==> src/rtl/seq_mult.sv <==
// seq_mult: sequential shift-add multiplier, W x W -> 2W bits.
//   Signed (two's complement) or unsigned, selected per operation.
//   The multiply runs on operand magnitudes; the sign is applied
//   once in the FIX state.
//
// Ports:
//   clk         rising-edge clock
//   reset       asynchronous, active-low reset
//   start       request; idles high, a 1->0 transition launches
//   signed_mode 1 = two's complement operands/product, sampled at launch
//   op_a, op_b  multiplicand / multiplier, sampled at launch
//   prod        2W-bit result, valid while done=1
//   done        operation complete (held until next launch/reset)
//   busy        operation in progress
//
// Optional build macro SEQ_MULT_EARLY_TERM_EN: leave RUN as soon as the
// remaining multiplier bits are all zero. Results are unchanged; only
// the latency shrinks.
module seq_mult #(
  parameter int W     = 8,
  parameter int CNT_W = $clog2(W+1)
) (
  input  logic           clk,
  input  logic           reset,
  input  logic           start,
  input  logic           signed_mode,
  input  logic [W-1:0]   op_a,
  input  logic [W-1:0]   op_b,
  output logic [2*W-1:0] prod,
  output logic           done,
  output logic           busy
);

  typedef enum logic [1:0] {IDLE, RUN, FIX, DONE} state_t;

  state_t         state, state_nxt;
  logic           start_q;
  logic [2*W-1:0] acc, mcand;
  logic [W-1:0]   mplier;
  logic [CNT_W-1:0] cnt;
  logic           neg;

  logic           launch;
  logic [W-1:0]   mag_a, mag_b;
  logic [W-1:0]   mplier_sh;
  logic [CNT_W-1:0] cnt_dec;
  logic           run_end;

  // Falling edge of start, honoured only when no operation is in flight.
  assign launch = start_q & ~start & ((state == IDLE) | (state == DONE));

  // Magnitudes as W-bit unsigned; -2^(W-1) negates to itself, which is
  // the correct unsigned magnitude 2^(W-1).
  assign mag_a = (signed_mode & op_a[W-1]) ? (~op_a + 1'b1) : op_a;
  assign mag_b = (signed_mode & op_b[W-1]) ? (~op_b + 1'b1) : op_b;

  assign mplier_sh = mplier >> 1;
  assign cnt_dec   = cnt - CNT_W'(1);

`ifdef SEQ_MULT_EARLY_TERM_EN
  assign run_end = (cnt_dec == '0) | (mplier_sh == '0);
`else
  assign run_end = (cnt_dec == '0);
`endif

  always_ff @(posedge clk or negedge reset) begin
    if (!reset) state <= IDLE;
    else        state <= state_nxt;
  end

  always_comb begin
    state_nxt = state;
    case (state)
      IDLE:    if (launch) state_nxt = RUN;
      RUN:     if (run_end) state_nxt = FIX;
      FIX:     state_nxt = DONE;
      DONE:    if (launch) state_nxt = RUN;
      default: state_nxt = IDLE;
    endcase
  end

  always_ff @(posedge clk or negedge reset) begin
    if (!reset) begin
      start_q <= 1'b1;
      acc     <= '0;
      mcand   <= '0;
      mplier  <= '0;
      cnt     <= '0;
      neg     <= 1'b0;
      prod    <= '0;
      done    <= 1'b0;
      busy    <= 1'b0;
    end else begin
      start_q <= start;
      if (launch) begin
        acc    <= '0;
        mcand  <= {{W{1'b0}}, mag_a};
        mplier <= mag_b;
        cnt    <= CNT_W'(W);
        neg    <= signed_mode & (op_a[W-1] ^ op_b[W-1]);
        prod   <= '0;
        done   <= 1'b0;
        busy   <= 1'b1;
      end else begin
        case (state)
          RUN: begin
            if (mplier[0]) acc <= acc + mcand;
            mcand  <= mcand << 1;
            mplier <= mplier_sh;
            cnt    <= cnt_dec;
          end
          FIX: begin
            // Negating zero yields zero, so no -0 artefact.
            prod <= neg ? (~acc + 1'b1) : acc;
            done <= 1'b1;
            busy <= 1'b0;
          end
          default: ;
        endcase
      end
    end
  end

endmodule

==> config.mk <==
export PLATFORM = sky130hd
export DESIGN_NAME = seq_mult
export DESIGN_NICKNAME = d
export VERILOG_FILES = /design/src/rtl/seq_mult.sv
export SDC_FILE = /design/constraint.sdc
export NUM_CORES = 1
export LEC_CHECK = 0
export ABC_AREA = 1
export CORE_UTILIZATION = 53
export DETAILED_ROUTE_END_ITERATION = 16
export PLACE_DENSITY = 0.73
export SLEW_MARGIN = 20
export SYNTH_ARGS = -nofsm -noshare
export SYNTH_HDL_FRONTEND = slang
export SYNTH_SLANG_ARGS = --single-unit
==> constraint.sdc <==
create_clock -name clk -period 1.7 [get_ports clk]
set_input_delay 0.255 -clock clk [delete_from_list [all_inputs] [get_ports clk]]
set_output_delay 0.255 -clock clk [all_outputs]
set_load 0.02 [all_outputs]
==> impl_metrics.ini, run 1 <==
[critical_path]
cp_num_buf_inv = 0
cp_data_arrival_time_ns = 1.96
critPathKind = reg2reg
crit_path_end_kind = flip-flop
startpoint = acc[0]
worstSetupEndpoint = acc[12]
path_common_cell = nand3_1
crit_chain = ha_4 -> fa_2 -> nand2_2 -> a21oi_1 -> nand3_1 -> nand3_1 -> nand2_1 -> nand3_1 -> nand2_1
cp.depth = 9
timing.rr.end = acc[12]
r2r_slack_ns = -0.03
timing.rr.start = acc[0]
path_delay_family = simple AND/OR/NAND/NOR gates
cp-start-kind = flip-flop
cp_slowest_cell = dfrtp_1
worst_r2r_path_depth = 9
required_ns = 1.93
path_max_fanout = 3
critPathMaxStageDelay_ns = 0.41

[detailed_routing]
viasPerCell = 5.22
drcViolationCount = 0
drt_iter0_drc = 165
route.vias.total = 4157
routed_wl_um = 10200
dr.pass1.iters = 5
ant_nets = 0
avgRoutedWirePerCell_um = 12.8

[clocking]
clk_path_buf_depth = 2
numCtsBuffers = 9
cts_max_level = 3
insertion_delay_ns = 0.34
root_buffer = clkbuf_8
clock-sinks = 66
cts_tree = yes
clk_pin_slew_ns = 0.08

[synthesis]
synth_seq_cells = 66
ys.flop_type = dfrtp_1
ys_types = 36
syn_nets = 653
synth_area_mm2 = 0.00431
synth.most_common_cell = nand2_1
synth.area.top_cells = dfrtp_1, nand2_1, inv_1
ys_seq_area_share_pct = 38.4
async_flop_share_pct = 100
yosys-top-cells-count = nand2_1, inv_1, dfrtp_1
synth_top_cell_by_area = dfrtp_1
synth_cells = 609
synth-edff-count = 0
yosys_warnings = 0
syn_avg_cell_area_um2 = 7.08
synth_top_area_share_pct = 37.7

[pwr]
p_total_mw = 10.4
p_leak_nw = 2.93
ir_worst_vdd_v = 0.00127
power.density_mw_per_mm2 = 1880

[floorplanning]
core_mm2 = 0.00781
ioPinCount = 38
dieArea_mm2 = 0.00850
die_h_um = 92.2
row_count = 32
start_util_pct = 55.2
die_w_um = 92.2

[timing]
setup_slack_ns = -0.0269
slew-limit-headroom_pct = 66.6
period_minus_slack_ns = 1.73
setup_viol = 3
worstMarginPinSlew_ns = 0.496
holdWs_ns = 0.352
hold_violations = 0
clock.fmax_mhz = 579
rsz0062_at_grt = true
maxSlewViolCount = 0
skew_ns = 0.0104
timing.final.crit_share_pct = 102

[global_routing]
antenna_found_initial = 0
grt_pass1_vias = 3862
grt_max_degree = 67
grt_pass1_wl_um = 16700
overflow = 0
grt_usage_pct = 24.9

[min_path]
worstHoldPathType = in2reg
worstHoldStart = start

[outcome]
status = complete, but fails checks
violations = negative setup slack

[placement]
hpwl_um = 7360
gp_congestion = 0.899
portBuffers = 37

[flow_run]
maxCapViolations = 0

[layout]
syn2layout_area_growth_pct = 28.5
post_route_cells_drive_above_1_share_pct = 15.4
nets = 733
diodes = 0
n_fill_cell = 659
-- where the power goes --
part	leakage (nW)	internal (mW)	switching [mW]
sequential	0.847	2.21	0.514
combinational	1.96	2.52	3.49
clock	0.123	1.06	0.604
-- layout by cell type (no fill, tap or decap), types with 12 or more instances in the layout --
cell / n
a21oi_1: 21
buf_4: 36
clkdlybuf4s50_1: 36
dfrtp_1: 63
ha_1: 13
inv_1: 87
nand2_1: 193
nand2_2: 12
nand3_1: 31
nor2_1: 43
o21ai_0: 42
o21ai_1: 14
-- through the flow --
step	setup TNS, ns	util (%)	setup WS, ns	std cells	cell area, um2
2_1_floorplan	0	-	0.0582	609	4310
3_3_place_gp	-0.0850	64.5	-0.0502	775	5040
3_5_place_dp	-0.249	64.5	-0.128	775	5040
4_1_cts	0	68.0	0.0102	792	5310
5_1_grt	-0.976	70.9	-0.142	796	5540
6_report	-0.0523	70.9	-0.0269	796	5540
-- per-layer routing --
layer / vias up / wire length [um] / global-route usage (%)
met5: - / 0 / 0
met4: 0 / 196 / 11.1
met3: 19 / 360 / 3.98
met2: 105 / 5120 / 43.3
met1: 1934 / 4530 / 30.4
li1: 2099 / - / -
-- final cells by class --
class | count | area, um2 | area share, %
Multi-Input combinational cell | 438 | 2420 | 43.8
Sequential cell | 66 | 1660 | 29.9
Timing Repair Buffer | 77 | 706 | 12.7
Inverter | 97 | 373 | 6.73
Clock buffer | 12 | 155 | 2.80
Tap cell | 102 | 128 | 2.30
Clock inverter | 4 | 97.6 | 1.76
-- registers in the layout, summed over array words and instances, names as in the netlist --
name     cells
start_q      1
prod        16
acc         16
mplier       8
mcand       16
state        2
cnt          4
done         1
busy         1
neg          1
-- worst min path at each step --
stage               cells after the start       to  slack, ns
floorplan                               0   acc[0]      -0.04
CTS                                     1  start_q       0.34
detailed placement                      2  prod[2]       0.30
finish                                  1  start_q       0.35
global placement                        2  prod[0]       0.30
global route                            1  start_q       0.36
-- timing repair --
action                                 in CTS  in global routing
endpoints found under the hold margin      65                  0
pin swaps                                   2                  9
setup endpoints to repair                   5                 41
gates resized for setup                     4                 37
cloned                                      0                  0
setup buffers                               0                  4
hold buffers                                1                  0
-- cells by family (layout without fill, tap and decap cells) --
| group | count (synthesis) | count (layout) | share of synthesized area [%] |
|---|---|---|---|
| AO/OA/AOI/OAI | 96 | 96 | 12.6 |
| AND/OR/NAND/NOR | 304 | 304 | 29.3 |
| XOR/XNOR | 14 | 14 | 2.85 |
| flip-flops | 66 | 66 | 38.4 |
| buffers and inverters | 105 | 190 | 9.79 |
| adder cells (fa/ha/maj) | 24 | 24 | 7.14 |
Note: power is estimated with default switching activity, not from simulation.
==> run 2, diff against run 1 <==
Settings changed: MAX_ROUTING_LAYER from default to met4.
==> run 2 against run 1 <==
  * Maximum frequency down 1.4%
  * Largest cell class unchanged
  * Design area up 1.2%
  * Clock skew down 0.0046 ns
  * Non-clock buffer count up 1
  * Utilization up 0.88 points
  * The run still ends with negative setup slack left
  * Highest routed layer unchanged
  * Die area unchanged
  * Clock-buffer cell count down 2
  * Worst hold slack worse by 0.013 ns
  * Register-to-register slack worse by 0.02 ns
==> impl_metrics.ini, run 2 (synthesis results as in run 1) <==
[min_path]
worstHoldPathType = in2reg

[clocking]
numCtsBuffers = 9
insertion_delay_ns = 0.35
clock-sinks = 66
cts_tree = yes
cts_max_level = 3
root_buffer = clkbuf_8
clk_path_buf_depth = 2
clk_pin_slew_ns = 0.08

[pwr]
ir_worst_vdd_v = 0.00141
power.density_mw_per_mm2 = 1850
p_leak_nw = 2.92

[layout]
layout_commonest_cell = nand2_1
reg_top3 = acc (16), mcand (16), prod (16)
n_fill_cell = 641
area.sequential_mm2 = 0.00166
post_route_cells_drive_above_1_share_pct = 17.7
final_area_mm2 = 0.00561
multi_input_comb_area_mm2 = 0.00250
diodes = 0
final_cell_mix = nand2_1, inv_1, dfrtp_1, o21ai_0, nor2_1
syn2layout_area_growth_pct = 30.1
nets = 734

[critical_path]
cp-start-kind = flip-flop
path_common_cell = nand2_2
critPathMaxStageDelay_ns = 0.40
crit_path_end_kind = flip-flop
critPathKind = reg2reg
path_max_fanout = 4
required_ns = 1.94
crit_chain = ha_2 -> fa_2 -> nand2_4 -> nand2_2 -> nand3b_1 -> nand2_2 -> nand2_2 -> nand3_2 -> nand3_2 -> nand2_1
cp_slowest_cell = dfrtp_1
cp_data_arrival_time_ns = 1.99

[floorplanning]
die_w_um = 92.2
ioPinCount = 38
start_util_pct = 55.2
die_h_um = 92.2
dieArea_mm2 = 0.00850
core_mm2 = 0.00781
row_count = 32

[placement]
gp_congestion = 0.915
portBuffers = 37
hpwl_um = 7420
place_area_mm2 = 0.00504

[detailed_routing]
viasPerCell = 5.16
met2_length_um = 5000
dr.pass1.iters = 4
drt_iter0_drc = 138
wirelength_met1_um = 4490
routed_wl_um = 10100
avgRoutedWirePerCell_um = 12.6
route.vias.total = 4115
dr_wl_met3_um = 348
top_layer_used = met4
drcViolationCount = 0
ant_nets = 0

[timing]
rsz0062_at_grt = true
setup_slack_ns = -0.0512
hold_violations = 0
period_minus_slack_ns = 1.75
setup_viol = 2
worstMarginPinSlew_ns = 0.549
maxSlewViolCount = 0
slew-limit-headroom_pct = 63.0
holdWs_ns = 0.340
clock.fmax_mhz = 571
skew_ns = 0.00585
timing.final.crit_share_pct = 103

[global_routing]
grt_pass1_vias = 3922
grt_usage_pct = 25.7
grt_pass1_wl_um = 16900
overflow = 0
grt_max_degree = 67
antenna_found_initial = 0

[flow_run]
maxCapViolations = 0

[outcome]
status = complete, but fails checks
violations = negative setup slack
==> run 2: final cells by class <==
class | count | area share (%)
clock buffers | 10 | 2.45
well taps | 102 | 2.28
flip-flops and latches | 66 | 29.5
inverters | 97 | 6.74
repair buffers | 78 | 12.7
clock inverters | 6 | 1.61
multi-input cells | 438 | 44.7
==> run 2: critical path: cells and delay by family, from the launching register on <==
family	cells	cell delay, ns
DFF	1	0.40
and+or+nand+nor	8	0.66
adders and majority gates	2	0.59
==> run 2: through the flow <==
step	power, mW	TNS, ns	utilization [%]	worst slack (ns)	cells
finish	10.4	-0.0717	71.8	-0.0512	797
global route	11.3	-0.536	71.8	-0.131	797
CTS	9.60	0	67.7	0.00837	792
detailed placement	8.04	-0.226	64.5	-0.118	775
global placement	7.89	-0.0839	64.5	-0.0493	775
floorplan	6.30	0	-	0.0582	609
==> run 2: worst paths after layout <==
path,start,to,slack [ns],cells after the start
min in group asynchronous,reset,prod[2],0.46,3
max,acc[0],acc[14],-0.05,10
min,start,start_q,0.34,1
max in group asynchronous,reset,start_q,0.93,3
max reg2reg,acc[0],acc[14],-0.05,10
min reg2reg,prod[11],prod[11],0.48,2
==> run 2: report_power, final <==
| part | internal, mW | leakage, nW | switching, mW |
|---|---|---|---|
| combinational | 2.62 | 1.97 | 3.52 |
| clock | 0.864 | 0.101 | 0.631 |
| sequential | 2.22 | 0.846 | 0.531 |
==> run 2: routing by layer <==
layer	global-route usage (%)	vias up
met3	3.40	25
met1	31.3	1902
met2	42.6	89
li1	-	2099
met5	-	-
met4	11.5	0
==> run 2: timing repair <==
item                                   in CTS  in global routing
setup endpoints to repair                   5                 43
hold buffers                                1                  0
endpoints found under the hold margin      65                  0
gates resized for setup                     5                 54
pin swaps                                   0                  9
buffers inserted                            0                  5
cloned                                      0                  0
==> run 3, diff against run 2 <==
Settings changed: CAP_MARGIN from default to 15.
==> results of run 3 <==
No change in the layout: final DEF, timing and power equal those of run 2.
